===== src/rtl/instr_encoder_pkg.sv =====
// Shared RV32I encode/decode definitions.
// Holds the opcode, ALU-op and funct constants the decoder consumes, the
// descriptor kind codes used by instr_encoder, the FIFO entry layout and
// small helpers for mapping ALU ops to funct fields and range-checking
// immediates.
package instr_encoder_pkg;

    // Major opcodes
    localparam logic [6:0] OPCODE_LOAD   = 7'b0000011;
    localparam logic [6:0] OPCODE_STORE  = 7'b0100011;
    localparam logic [6:0] OPCODE_OP     = 7'b0110011;
    localparam logic [6:0] OPCODE_OP_IMM = 7'b0010011;
    localparam logic [6:0] OPCODE_BRANCH = 7'b1100011;
    localparam logic [6:0] OPCODE_JAL    = 7'b1101111;

    // ALU operation codes (the set-compare ops double as branch conditions)
    localparam logic [3:0] ALU_ADD  = 4'd0;
    localparam logic [3:0] ALU_SUB  = 4'd1;
    localparam logic [3:0] ALU_SLL  = 4'd2;
    localparam logic [3:0] ALU_SLT  = 4'd3;
    localparam logic [3:0] ALU_SLTU = 4'd4;
    localparam logic [3:0] ALU_XOR  = 4'd5;
    localparam logic [3:0] ALU_SRL  = 4'd6;
    localparam logic [3:0] ALU_SRA  = 4'd7;
    localparam logic [3:0] ALU_OR   = 4'd8;
    localparam logic [3:0] ALU_AND  = 4'd9;
    localparam logic [3:0] ALU_SEQ  = 4'd10;
    localparam logic [3:0] ALU_SNE  = 4'd11;
    localparam logic [3:0] ALU_SGE  = 4'd12;
    localparam logic [3:0] ALU_SGEU = 4'd13;

    // funct3 values
    localparam logic [2:0] INST_ADD_FUNCT  = 3'b000;
    localparam logic [2:0] INST_SLL_FUNCT  = 3'b001;
    localparam logic [2:0] INST_SLT_FUNCT  = 3'b010;
    localparam logic [2:0] INST_SLTU_FUNCT = 3'b011;
    localparam logic [2:0] INST_XOR_FUNCT  = 3'b100;
    localparam logic [2:0] INST_SR_FUNCT   = 3'b101;
    localparam logic [2:0] INST_OR_FUNCT   = 3'b110;
    localparam logic [2:0] INST_AND_FUNCT  = 3'b111;
    localparam logic [2:0] INST_LW_FUNCT   = 3'b010;
    localparam logic [2:0] INST_SW_FUNCT   = 3'b010;
    localparam logic [2:0] INST_BEQ_FUNCT  = 3'b000;
    localparam logic [2:0] INST_BNE_FUNCT  = 3'b001;
    localparam logic [2:0] INST_BLT_FUNCT  = 3'b100;
    localparam logic [2:0] INST_BGE_FUNCT  = 3'b101;
    localparam logic [2:0] INST_BLTU_FUNCT = 3'b110;
    localparam logic [2:0] INST_BGEU_FUNCT = 3'b111;

    // funct7: ALT selects SUB / SRA / SRAI
    localparam logic [6:0] INST_BASE_FUNCT7 = 7'b0000000;
    localparam logic [6:0] INST_ALT_FUNCT7  = 7'b0100000;

    // addi x0, x0, 0
    localparam logic [31:0] INSTR_NOP =
        {12'd0, 5'd0, INST_ADD_FUNCT, 5'd0, OPCODE_OP_IMM};

    // Descriptor kinds; codes 6 and 7 are undefined and encode as illegal.
    typedef enum logic [2:0] {
        ENC_LW     = 3'd0,
        ENC_SW     = 3'd1,
        ENC_OP     = 3'd2,
        ENC_OP_IMM = 3'd3,
        ENC_BRANCH = 3'd4,
        ENC_JAL    = 3'd5
    } enc_kind_e;

    // One FIFO entry: encoded word plus "replaced an illegal descriptor".
    typedef struct packed {
        logic        err;
        logic [31:0] instr;
    } enc_entry_t;

    typedef struct packed {
        logic       ok;
        logic [2:0] funct3;
        logic       alt;    // funct7 = ALT
        logic       shift;  // immediate form carries a 5-bit shamt
    } alu_fields_t;

    typedef struct packed {
        logic       ok;
        logic [2:0] funct3;
    } br_fields_t;

    // R-type / I-type ALU op -> funct fields.
    function automatic alu_fields_t alu_fields(input logic [3:0] op);
        alu_fields_t f;
        f = '{ok: 1'b1, funct3: INST_ADD_FUNCT, alt: 1'b0, shift: 1'b0};
        case (op)
            ALU_ADD:  f.funct3 = INST_ADD_FUNCT;
            ALU_SUB:  begin f.funct3 = INST_ADD_FUNCT; f.alt = 1'b1; end
            ALU_SLL:  begin f.funct3 = INST_SLL_FUNCT; f.shift = 1'b1; end
            ALU_SLT:  f.funct3 = INST_SLT_FUNCT;
            ALU_SLTU: f.funct3 = INST_SLTU_FUNCT;
            ALU_XOR:  f.funct3 = INST_XOR_FUNCT;
            ALU_SRL:  begin f.funct3 = INST_SR_FUNCT; f.shift = 1'b1; end
            ALU_SRA:  begin f.funct3 = INST_SR_FUNCT; f.shift = 1'b1; f.alt = 1'b1; end
            ALU_OR:   f.funct3 = INST_OR_FUNCT;
            ALU_AND:  f.funct3 = INST_AND_FUNCT;
            default:  f.ok = 1'b0;
        endcase
        return f;
    endfunction

    // Compare op -> branch funct3.
    function automatic br_fields_t br_fields(input logic [3:0] op);
        br_fields_t f;
        f = '{ok: 1'b1, funct3: INST_BEQ_FUNCT};
        case (op)
            ALU_SEQ:  f.funct3 = INST_BEQ_FUNCT;
            ALU_SNE:  f.funct3 = INST_BNE_FUNCT;
            ALU_SLT:  f.funct3 = INST_BLT_FUNCT;
            ALU_SGE:  f.funct3 = INST_BGE_FUNCT;
            ALU_SLTU: f.funct3 = INST_BLTU_FUNCT;
            ALU_SGEU: f.funct3 = INST_BGEU_FUNCT;
            default:  f.ok = 1'b0;
        endcase
        return f;
    endfunction

    // True when v is representable as a two's-complement value of 'bits' bits:
    // everything from bit bits-1 upward must be a copy of the sign.
    function automatic logic fits_signed(input logic [31:0] v, input int unsigned bits);
        logic [31:0] hi;
        hi = 32'($signed(v) >>> (bits - 1));
        return (hi == '0) || (hi == '1);
    endfunction

endpackage


===== src/rtl/instr_encoder_fifo.sv =====
// encode_fifo: DEPTH-entry synchronous FIFO for encoded words.
// Ports: clock/reset (async, active-high), flush (sync clear, wins over
// push/pop), push/wdata, pop/rdata, full, empty. rdata reads 0 while empty
// so the downstream word shows a clean value when nothing is valid.
module encode_fifo #(
    parameter int unsigned DEPTH = 2,
    parameter int unsigned WIDTH = 33
) (
    input  logic             clock,
    input  logic             reset,
    input  logic             flush,
    input  logic             push,
    input  logic [WIDTH-1:0] wdata,
    input  logic             pop,
    output logic [WIDTH-1:0] rdata,
    output logic             full,
    output logic             empty
);
    localparam int unsigned AW = $clog2(DEPTH);
    localparam int unsigned CW = AW + 1;

    logic [WIDTH-1:0] mem_q [DEPTH];
    logic [WIDTH-1:0] mem_d [DEPTH];
    logic [AW-1:0]    wr_ptr_q, wr_ptr_d;
    logic [AW-1:0]    rd_ptr_q, rd_ptr_d;
    logic [CW-1:0]    count_q, count_d;
    logic             do_push, do_pop;

    assign full    = (count_q == CW'(DEPTH));
    assign empty   = (count_q == '0);
    assign do_push = push && !full;
    assign do_pop  = pop && !empty;
    assign rdata   = empty ? '0 : mem_q[rd_ptr_q];

    always_comb begin
        mem_d    = mem_q;
        wr_ptr_d = wr_ptr_q;
        rd_ptr_d = rd_ptr_q;
        count_d  = count_q;
        if (flush) begin
            wr_ptr_d = '0;
            rd_ptr_d = '0;
            count_d  = '0;
        end else begin
            // DEPTH is a power of two, so pointers wrap by plain overflow.
            if (do_push) begin
                mem_d[wr_ptr_q] = wdata;
                wr_ptr_d        = wr_ptr_q + AW'(1);
            end
            if (do_pop) begin
                rd_ptr_d = rd_ptr_q + AW'(1);
            end
            count_d = count_q + CW'(do_push) - CW'(do_pop);
        end
    end

    always_ff @(posedge clock or posedge reset) begin
        if (reset) begin
            wr_ptr_q <= '0;
            rd_ptr_q <= '0;
            count_q  <= '0;
        end else begin
            wr_ptr_q <= wr_ptr_d;
            rd_ptr_q <= rd_ptr_d;
            count_q  <= count_d;
        end
    end

    // Storage needs no reset: it is only observed through count/empty.
    always_ff @(posedge clock) begin
        mem_q <= mem_d;
    end

endmodule


===== src/rtl/instr_encoder.sv =====
// instr_encoder: streaming RV32I encoder (inverse of the decode stage).
// Ports: clock, reset (async, active-high), flush (sync clear);
// input descriptor in_valid/in_ready, in_kind, in_alu_op, in_rd, in_rs1,
// in_rs2, in_imm; output word out_valid/out_ready, out_instr, out_addr,
// out_err; err_count = saturating count of illegal descriptors accepted.
// Illegal descriptors are still accepted and emitted as a NOP with err set.
// JAL ignores in_alu_op.
module instr_encoder
    import instr_encoder_pkg::*;
#(
    parameter int unsigned DEPTH     = 2,
    parameter logic [31:0] BASE_ADDR = 32'h0000_0000
) (
    input  logic        clock,
    input  logic        reset,
    input  logic        flush,
    input  logic        in_valid,
    output logic        in_ready,
    input  logic [2:0]  in_kind,
    input  logic [3:0]  in_alu_op,
    input  logic [4:0]  in_rd,
    input  logic [4:0]  in_rs1,
    input  logic [4:0]  in_rs2,
    input  logic [31:0] in_imm,
    output logic        out_valid,
    input  logic        out_ready,
    output logic [31:0] out_instr,
    output logic [31:0] out_addr,
    output logic        out_err,
    output logic [7:0]  err_count
);
    logic        legal;
    logic [31:0] enc_word;
    alu_fields_t af;
    br_fields_t  bf;
    enc_entry_t  wr_entry;
    enc_entry_t  rd_entry;
    logic        push, pop, fifo_full, fifo_empty;
    logic [31:0] addr_q, addr_d;
    logic [7:0]  err_cnt_q, err_cnt_d;

    // ---------------- combinational encode + legality ----------------
    always_comb begin
        legal    = 1'b0;
        enc_word = INSTR_NOP;
        af       = alu_fields(in_alu_op);
        bf       = br_fields(in_alu_op);
        case (in_kind)
            ENC_LW: begin
                legal    = (in_alu_op == ALU_ADD) && fits_signed(in_imm, 12);
                enc_word = {in_imm[11:0], in_rs1, INST_LW_FUNCT, in_rd, OPCODE_LOAD};
            end
            ENC_SW: begin
                legal    = (in_alu_op == ALU_ADD) && fits_signed(in_imm, 12);
                enc_word = {in_imm[11:5], in_rs2, in_rs1, INST_SW_FUNCT,
                            in_imm[4:0], OPCODE_STORE};
            end
            ENC_OP: begin
                legal    = af.ok;
                enc_word = {af.alt ? INST_ALT_FUNCT7 : INST_BASE_FUNCT7,
                            in_rs2, in_rs1, af.funct3, in_rd, OPCODE_OP};
            end
            ENC_OP_IMM: begin
                // Shift-immediates carry a shamt in imm[24:20]; funct7 fills
                // the rest of the I-immediate field (ALT for SRAI).
                legal = af.ok && (in_alu_op != ALU_SUB) &&
                        (af.shift ? (in_imm[31:5] == '0) : fits_signed(in_imm, 12));
                if (af.shift)
                    enc_word = {af.alt ? INST_ALT_FUNCT7 : INST_BASE_FUNCT7,
                                in_imm[4:0], in_rs1, af.funct3, in_rd, OPCODE_OP_IMM};
                else
                    enc_word = {in_imm[11:0], in_rs1, af.funct3, in_rd, OPCODE_OP_IMM};
            end
            ENC_BRANCH: begin
                legal    = bf.ok && fits_signed(in_imm, 13) && !in_imm[0];
                enc_word = {in_imm[12], in_imm[10:5], in_rs2, in_rs1, bf.funct3,
                            in_imm[4:1], in_imm[11], OPCODE_BRANCH};
            end
            ENC_JAL: begin
                legal    = fits_signed(in_imm, 21) && !in_imm[0];
                enc_word = {in_imm[20], in_imm[10:1], in_imm[11], in_imm[19:12],
                            in_rd, OPCODE_JAL};
            end
            default: legal = 1'b0;
        endcase
        wr_entry.err   = !legal;
        wr_entry.instr = legal ? enc_word : INSTR_NOP;
    end

    // ---------------- handshake ----------------
    // in_ready depends only on registered occupancy, never on out_ready.
    assign in_ready  = !fifo_full;
    assign out_valid = !fifo_empty;
    assign push      = in_valid && in_ready && !flush;
    assign pop       = out_valid && out_ready && !flush;

    encode_fifo #(
        .DEPTH (DEPTH),
        .WIDTH ($bits(enc_entry_t))
    ) u_fifo (
        .clock (clock),
        .reset (reset),
        .flush (flush),
        .push  (push),
        .wdata (wr_entry),
        .pop   (pop),
        .rdata (rd_entry),
        .full  (fifo_full),
        .empty (fifo_empty)
    );

    assign out_instr = rd_entry.instr;
    assign out_err   = rd_entry.err;
    assign out_addr  = addr_q;
    assign err_count = err_cnt_q;

    // ---------------- address and error counters ----------------
    always_comb begin
        addr_d    = addr_q;
        err_cnt_d = err_cnt_q;
        if (flush) begin
            addr_d    = BASE_ADDR;
            err_cnt_d = '0;
        end else begin
            if (pop)
                addr_d = addr_q + 32'd4;
            if (push && wr_entry.err && (err_cnt_q != 8'hFF))
                err_cnt_d = err_cnt_q + 8'd1;
        end
    end

    always_ff @(posedge clock or posedge reset) begin
        if (reset) begin
            addr_q    <= BASE_ADDR;
            err_cnt_q <= '0;
        end else begin
            addr_q    <= addr_d;
            err_cnt_q <= err_cnt_d;
        end
    end

endmodule


===== config.mk =====
export PLATFORM = sky130hd
export DESIGN_NAME = instr_encoder
export DESIGN_NICKNAME = d
export VERILOG_FILES = /design/src/rtl/instr_encoder_pkg.sv /design/src/rtl/instr_encoder_fifo.sv /design/src/rtl/instr_encoder.sv
export SDC_FILE = /design/constraint.sdc
export NUM_CORES = 1
export LEC_CHECK = 0
export BUFFER_PORTS_ARGS = -buffer_cell sky130_fd_sc_hd__buf_4
export CAP_MARGIN = 0
export CORE_MARGIN = 2
export CORE_UTILIZATION = 26
export DETAILED_ROUTE_END_ITERATION = 8
export GPL_ROUTABILITY_DRIVEN = 0
export SLEW_MARGIN = 20
export SYNTH_ARGS = -nofsm -noshare
export SYNTH_HDL_FRONTEND = slang
export SYNTH_SLANG_ARGS = --single-unit

===== constraint.sdc =====
create_clock -name clock -period 4.1 [get_ports clock]
set_clock_uncertainty 0.1 [all_clocks]
set_input_delay 0.205 -clock clock [delete_from_list [all_inputs] [get_ports clock]]
set_output_delay 0.205 -clock clock [all_outputs]
set_load 0.01 [all_outputs]

# Yosys cells after proc, flatten, opt, wreduce, memory -nomap -nowiden
# Index checks and enable logic that the tools add are counted.
# word_totals
in_bits	59
ff_bits	110
elab_cells	112
# op_classes
n_eq_ne	24
reduce_logical	41
magnitude_cmp	3
addsub	6
muxes	28
n_bitwise	3
# ops
cell	count
$pmux 32 s6	1
$mux 33	5
$mux 32	4
$eq 32x32->1 const B	3
$logic_not 32->1	3
$bwmux 66	1
$demux 33 s1	1
$add 32x3->32 const B	1
$logic_not 27->1	1
$eq 4x4->1 const B	6
$pmux 3 s7	1
$eq 4x3->1 const B	4
$mux 8	2
$logic_and 1x1->1	15
$pmux 3 s5	1
$reduce_or 10->1	1
$mux 1	9
$add 8x1->8 const B	1
$eq 4x2->1 const B	2
$ne 8x8->1 const B	1
$reduce_bool 2->1	4
$eq 3x2->1 const B	2
$eq 3x3->1 const B	2
$mux 6	1
22 further kinds	33

# Logic depth before layout (Yosys ltp)
# depth
word_depth	11
mapped_depth	9
mapped_depth_nobuf	7

# Modules after synthesis
# A second synthesis with hierarchy kept.
# unflattened
hier_cells	550
hier_area_um2	5910.7
# modules_own_cells
module	area_per_inst_um2	n_inst	seq_area_each_um2	cells_per_inst
instr_encoder	3161.8	1	950.9	386
encode_fifo	2748.9	1	2082.0	164

# Worst setup path before layout
# No wires, ideal clock.
# synth_path
path_type	register to register
startpoint	reg u_fifo.count_q[1]
endpoint	reg u_fifo.mem_q[36] (netlist bit) (enable)
arrival_time_ns	2.740
setup_ns	0.455
synth_period_minus_slack_ns	3.295
path_stages_with_launch	4
slack_ns	0.805
required_time_ns	3.545
cell_sequence	dfrtp_1 -> nand2b_1 -> nand2_1 -> nor3_1
# synth_between
elab_chain_len	6
# synth_lines
element	line_no	source
from (decl)	instr_encoder_fifo.sv:26	logic [CW-1:0] count_q, count_d;
from (signal assigned)	instr_encoder_fifo.sv:65	count_q <= count_d;
$eq 2x2->1 (*)	instr_encoder_fifo.sv:29	assign full = (count_q == CW'(DEPTH));
$logic_not 1->1 (*)	instr_encoder.sv:92	assign in_ready = !fifo_full;
via in_ready	instr_encoder.sv:18	output logic in_ready,
$logic_and 1x1->1 (2 in series)	instr_encoder.sv:94	assign push = in_valid && in_ready && !flush;
$logic_and 1x1->1 (*)	instr_encoder_fifo.sv:31	assign do_push = push && !full;
$reduce_and 2->1 (no line) (*)	--	
to (signal assigned)	instr_encoder_fifo.sv:71	mem_q <= mem_d;
to (decl)	instr_encoder_fifo.sv:22	logic [WIDTH-1:0] mem_q [DEPTH];
# Mark *: on every way through the listed nets, which the timed path passes. The rest lies on a longest branch.
# A chain may end at the register's enable or synchronous reset.

# Worst setup path in the final report
# layout_path
startpoint	reg u_fifo.count_q[1]
endpoint	reg addr_q[31] (netlist: out_addr[31])
# layout_between
elab_chain_len	5
# layout_lines
element	line_no	source
$logic_not 2->1	instr_encoder_fifo.sv:30	assign empty = (count_q == '0);
$logic_not 1->1	instr_encoder.sv:93	assign out_valid = !fifo_empty;
$logic_and 1x1->1 (2 in series)	instr_encoder.sv:95	assign pop = out_valid && out_ready && !flush;
$reduce_bool 2->1 (no line)	--	
to (signal assigned)	instr_encoder.sv:137	addr_q <= addr_d;
to (decl)	instr_encoder.sv:39	logic [31:0] addr_q, addr_d;
# Every way passes these cells.

==> metrics.md <==
| Metric | Value |
|---|---|
| Required time of the critical path | 4.22 ns |
| Post-route clock period utilization | 58.7% |
| Via count of the first global-routing pass | 3927 |
| Startpoint of the lowest-slack hold path | in_imm[8] |
| Synth unique cells | 58 |
| Maximum VDD drop | roughly 170 µV |
| Synthesis warning total | 0 |
| Number of placement rows | 53 |
| Syn Area/Cell | 10.3 µm² |
| Static Leak | 2.83 nW |
| Final setup TNS | 0 ns |
| Filler cell count in the final layout | 2140 |
| Critical Path End Type | register |
| Wirelength per Cell | 14.7 µm |
| Share of Yosys cell area claimed by the top area cell type | 32.7% |
| Global router's overall resource usage | 12.2% |
| Leading cell type by number of instances after synthesis | sky130_fd_sc_hd__nor2_1 |
| Post-Synthesis Cells | 534 |
| Pin slew with the least headroom to its limit | 0.917 ns |
| Min-Delay Path Class | in2reg |
| Crit path setup slack, layout | roughly 1.7 ns |
| Port-buffer cells | 131 |
| Post-place setup slack | roughly 1.4 ns |
| Post-route total power | 0.00265 W |
| Most frequently used flop master after synthesis | sky130_fd_sc_hd__edfxtp_1 |
| Starting density of the core | 26.4% |
| Final number of setup-violating endpoints | 0 |
| Via count normalized by instance count | 4.58 |
| Number of enable flip-flop cells after synthesis | 60 |
| Count of state elements after synthesis | 102 |
| TritonCTS buffer count | 9 |
| Aggregate global routing overflow | 0 |
| CTS HTree Levels | 3 |
| Combined area of the multi-input logic cells | 2460 µm² |
| Number of remaining DRC errors | 0 |
| Total standard cell area after synthesis | 5510 µm² |
| Most frequent cells after synthesis | sky130_fd_sc_hd__nor2_1 (99), sky130_fd_sc_hd__edfxtp_1 (60), sky130_fd_sc_hd__dfrtp_1 (42) |
| Total Nets Final | 714 |
| Antenna cell count | 0 |
| I/O pin total | 134 |
| Die Width | 150 µm |
| Vertical die dimension | between 100 and 150 µm |
| Status | finished clean |
| Max_cap viols | 0 |
| Full die area | around 22000 µm² |
| Detailed Route Iter0 Violations | between 150 and 200 |
| CTS tree | yes |
| Largest net degree at the start of global routing | 52 |
| Insertion delay of the later-clocked pin in the worst-skew pair | 0.35 ns |
| Clock transition at the registers of the reported paths | approximately 0.070 ns |
| Share of flip-flops with an asynchronous set or reset | about two fifths |
| Final wirelength | around 14000 µm |
| Worst R2R Start | u_fifo.count_q[1] |
| Data arrival time of the critical path | 2.52 ns |
| Area added between synthesis and finish | 27.4% |
| Slew HR | 38.9% |
| Capture endpoint of the worst hold path | u_fifo.mem_q[61] |
| Number of cells on the worst reg-to-reg path | 7 |
| Part of the Yosys area used for sequential elements | 51.8% |
| Placed wire-length estimate | 9960 µm |
| Deepest clock path buffer count | 2 |
| Unrepaired setup endpoints after global routing | false |
| Endpoint of the most critical register-to-register path | out_addr[31] |
| Number of antenna violations at the first check in global routing | 0 |
| Leading post-synthesis cells by cell area | sky130_fd_sc_hd__edfxtp_1 (33%), sky130_fd_sc_hd__dfrtp_1 (19%), sky130_fd_sc_hd__mux2i_1 (6.9%), sky130_fd_sc_hd__nor2_1 (6.7%), sky130_fd_sc_hd__xor2_1 (3.3%) |
| Number of pins exceeding their max-slew limit in the final report | 0 |
| CTS root buffer | sky130_fd_sc_hd__clkbuf_16 |
| Layout cells sized above 1 | 27.0% |
| Library cell occupying the most area in the post-synthesis netlist | sky130_fd_sc_hd__edfxtp_1 |
| Minimum setup slack among reg-to-reg paths | 1.69 ns |
| Final core occ | about a third |
| Post-CTS setup buffers | 0 |
| Largest fanout of any net on the critical path | 8 |
| Wire length of the first global-routing pass | 21100 µm |
| Power density cells | 378 nW/µm² |
| Antenna-violating nets left | 0 |
| Final hold violation count | 0 |
| Number of vias after detailed routing | 4268 |
| Category of the most critical setup path | reg2reg |
| Hold Path Stages | 2 |
| Number of optimization iterations in the first detailed-route pass | 4 |
| Core area | 20900 µm² |
| Final period demand of the worst path | roughly 2.4 ns |
| Highest Clock Rate | 415 MHz |
| Clock net sink count | 102 |
| Worst hold margin | 0.0634 ns |
| CP Launch Type | register |
| Area of all sequential standard cells | between 2000 and 3000 µm² |
==> state kept, by name (all words and copies together) (netlist names) <==
name,flops
err_count,8
out_addr,30
u_fifo.count_q,2
u_fifo.mem_q,60
u_fifo.rd_ptr_q,1
u_fifo.wr_ptr_q,1
==> metrics by stage <==
step,instances,area [µm²]
3_3_place_gp,914,6730
4_1_cts,931,7020
3_5_place_dp,914,6730
6_report,931,7020
5_1_grt,931,7020
2_1_floorplan,535,5510
==> timing repair <==
| item | in CTS | in global routing |
|---|---|---|
| hold buffers | 1 | 0 |
| endpoints found under the hold margin | 42 | 0 |
| resized for setup | 0 | 0 |
==> layout by cell type, fill, tap and decap left out, types with 2 or more instances in the layout <==
cell,netlist,final
sky130_fd_sc_hd__xnor2_1,10,10
sky130_fd_sc_hd__clkbuf_16,0,9
sky130_fd_sc_hd__xor2_1,21,21
sky130_fd_sc_hd__nor2_1,99,98
sky130_fd_sc_hd__a31oi_1,3,3
sky130_fd_sc_hd__dfrtp_1,42,41
sky130_fd_sc_hd__nor2b_1,16,16
sky130_fd_sc_hd__nand4_1,10,10
sky130_fd_sc_hd__nand2_1,30,30
sky130_fd_sc_hd__a22o_1,6,6
sky130_fd_sc_hd__inv_6,0,2
sky130_fd_sc_hd__buf_4,7,137
sky130_fd_sc_hd__nor2_4,2,2
sky130_fd_sc_hd__a22oi_1,2,2
sky130_fd_sc_hd__and2_1,9,9
sky130_fd_sc_hd__nand3_1,16,16
sky130_fd_sc_hd__o21ai_0,14,14
sky130_fd_sc_hd__clkinv_4,0,3
sky130_fd_sc_hd__mux2_2,7,7
sky130_fd_sc_hd__nor4_1,8,8
sky130_fd_sc_hd__ha_1,4,4
sky130_fd_sc_hd__and3_1,10,10
sky130_fd_sc_hd__edfxtp_1,60,60
sky130_fd_sc_hd__nand2b_1,6,6
sky130_fd_sc_hd__or3_1,6,6
sky130_fd_sc_hd__inv_1,10,10
sky130_fd_sc_hd__a21oi_1,31,31
sky130_fd_sc_hd__conb_1,1,2
sky130_fd_sc_hd__mux2i_1,38,38
sky130_fd_sc_hd__or2_2,2,2
sky130_fd_sc_hd__o22a_1,4,4
sky130_fd_sc_hd__a211oi_1,8,8
==> critical path, stage by stage, from the launching register on <==
cell,delay [ns]
sky130_fd_sc_hd__dfrtp_1,0.43
sky130_fd_sc_hd__o21a_1,0.34
sky130_fd_sc_hd__and4_1,0.31
sky130_fd_sc_hd__or4b_1,0.60
sky130_fd_sc_hd__nor2_4,0.20
sky130_fd_sc_hd__nand3_1,0.11
sky130_fd_sc_hd__xor2_1,0.14
sky130_fd_sc_hd__nor2_1,0.05
==> how the worst max path moves through the flow <==
stage | start | end | slack (ns)
5_1_grt | u_fifo.count_q[1] | out_addr[23] | 1.51
2_1_floorplan | u_fifo.count_q[1] | u_fifo.mem_q[36] | 0.81
3_3_place_gp | in_kind[1] | u_fifo.mem_q[28] | 1.45
3_5_place_dp | in_imm[5] | u_fifo.mem_q[27] | 1.39
6_report | u_fifo.count_q[1] | out_addr[31] | 1.69
4_1_cts | u_fifo.count_q[1] | out_addr[31] | 1.70
==> report_power, final <==
part | switching, W | leakage (nW) | total [W] | internal (W)
clock | 0.000399 | 0.140 | 0.000823 | 0.000424
combinational | 0.000332 | 1.56 | 0.000623 | 0.000291
sequential | 0.0000604 | 1.13 | 0.00120 | 0.00114
total | 0.000792 | 2.83 | 0.00265 | 0.00186
==> routing by layer <==
metal	vias to the layer above	track usage [%]	wire length [µm]	share of wire (%)
met4	0	3.71	145	1.1
met2	125	19.0	6310	46
li1	2123	-	-	-
met5	-	0	0	0
met1	2010	16.7	6380	47
met3	10	3.11	852	6.2
==> final cells by class <==
type	instances	share of cell area, %
Tap cell	275	4.90
Inverter	10	0.535
Sequential cell	102	40.7
Clock buffer	10	3.26
Timing Repair Buffer	138	14.8
Clock inverter	6	0.784
Multi-Input combinational cell	390	35.1
==> cell families (layout without fill, tap and decap cells) <==
| logic type | after synthesis | after routing | synth area share (%) |
|---|---|---|---|
| other | 1 | 2 | 0.0681 |
| AOI/OAI and AO/OA | 76 | 76 | 8.99 |
| xor gates and xnor gates | 31 | 31 | 4.93 |
| muxes | 46 | 46 | 8.54 |
| adders and majority gates | 4 | 4 | 0.909 |
| DFF | 102 | 102 | 51.8 |
| buffers and inverters | 43 | 164 | 3.75 |
| and+or+nand+nor | 231 | 231 | 21.0 |
No activity file was read; power rests on OpenSTA's default activity.
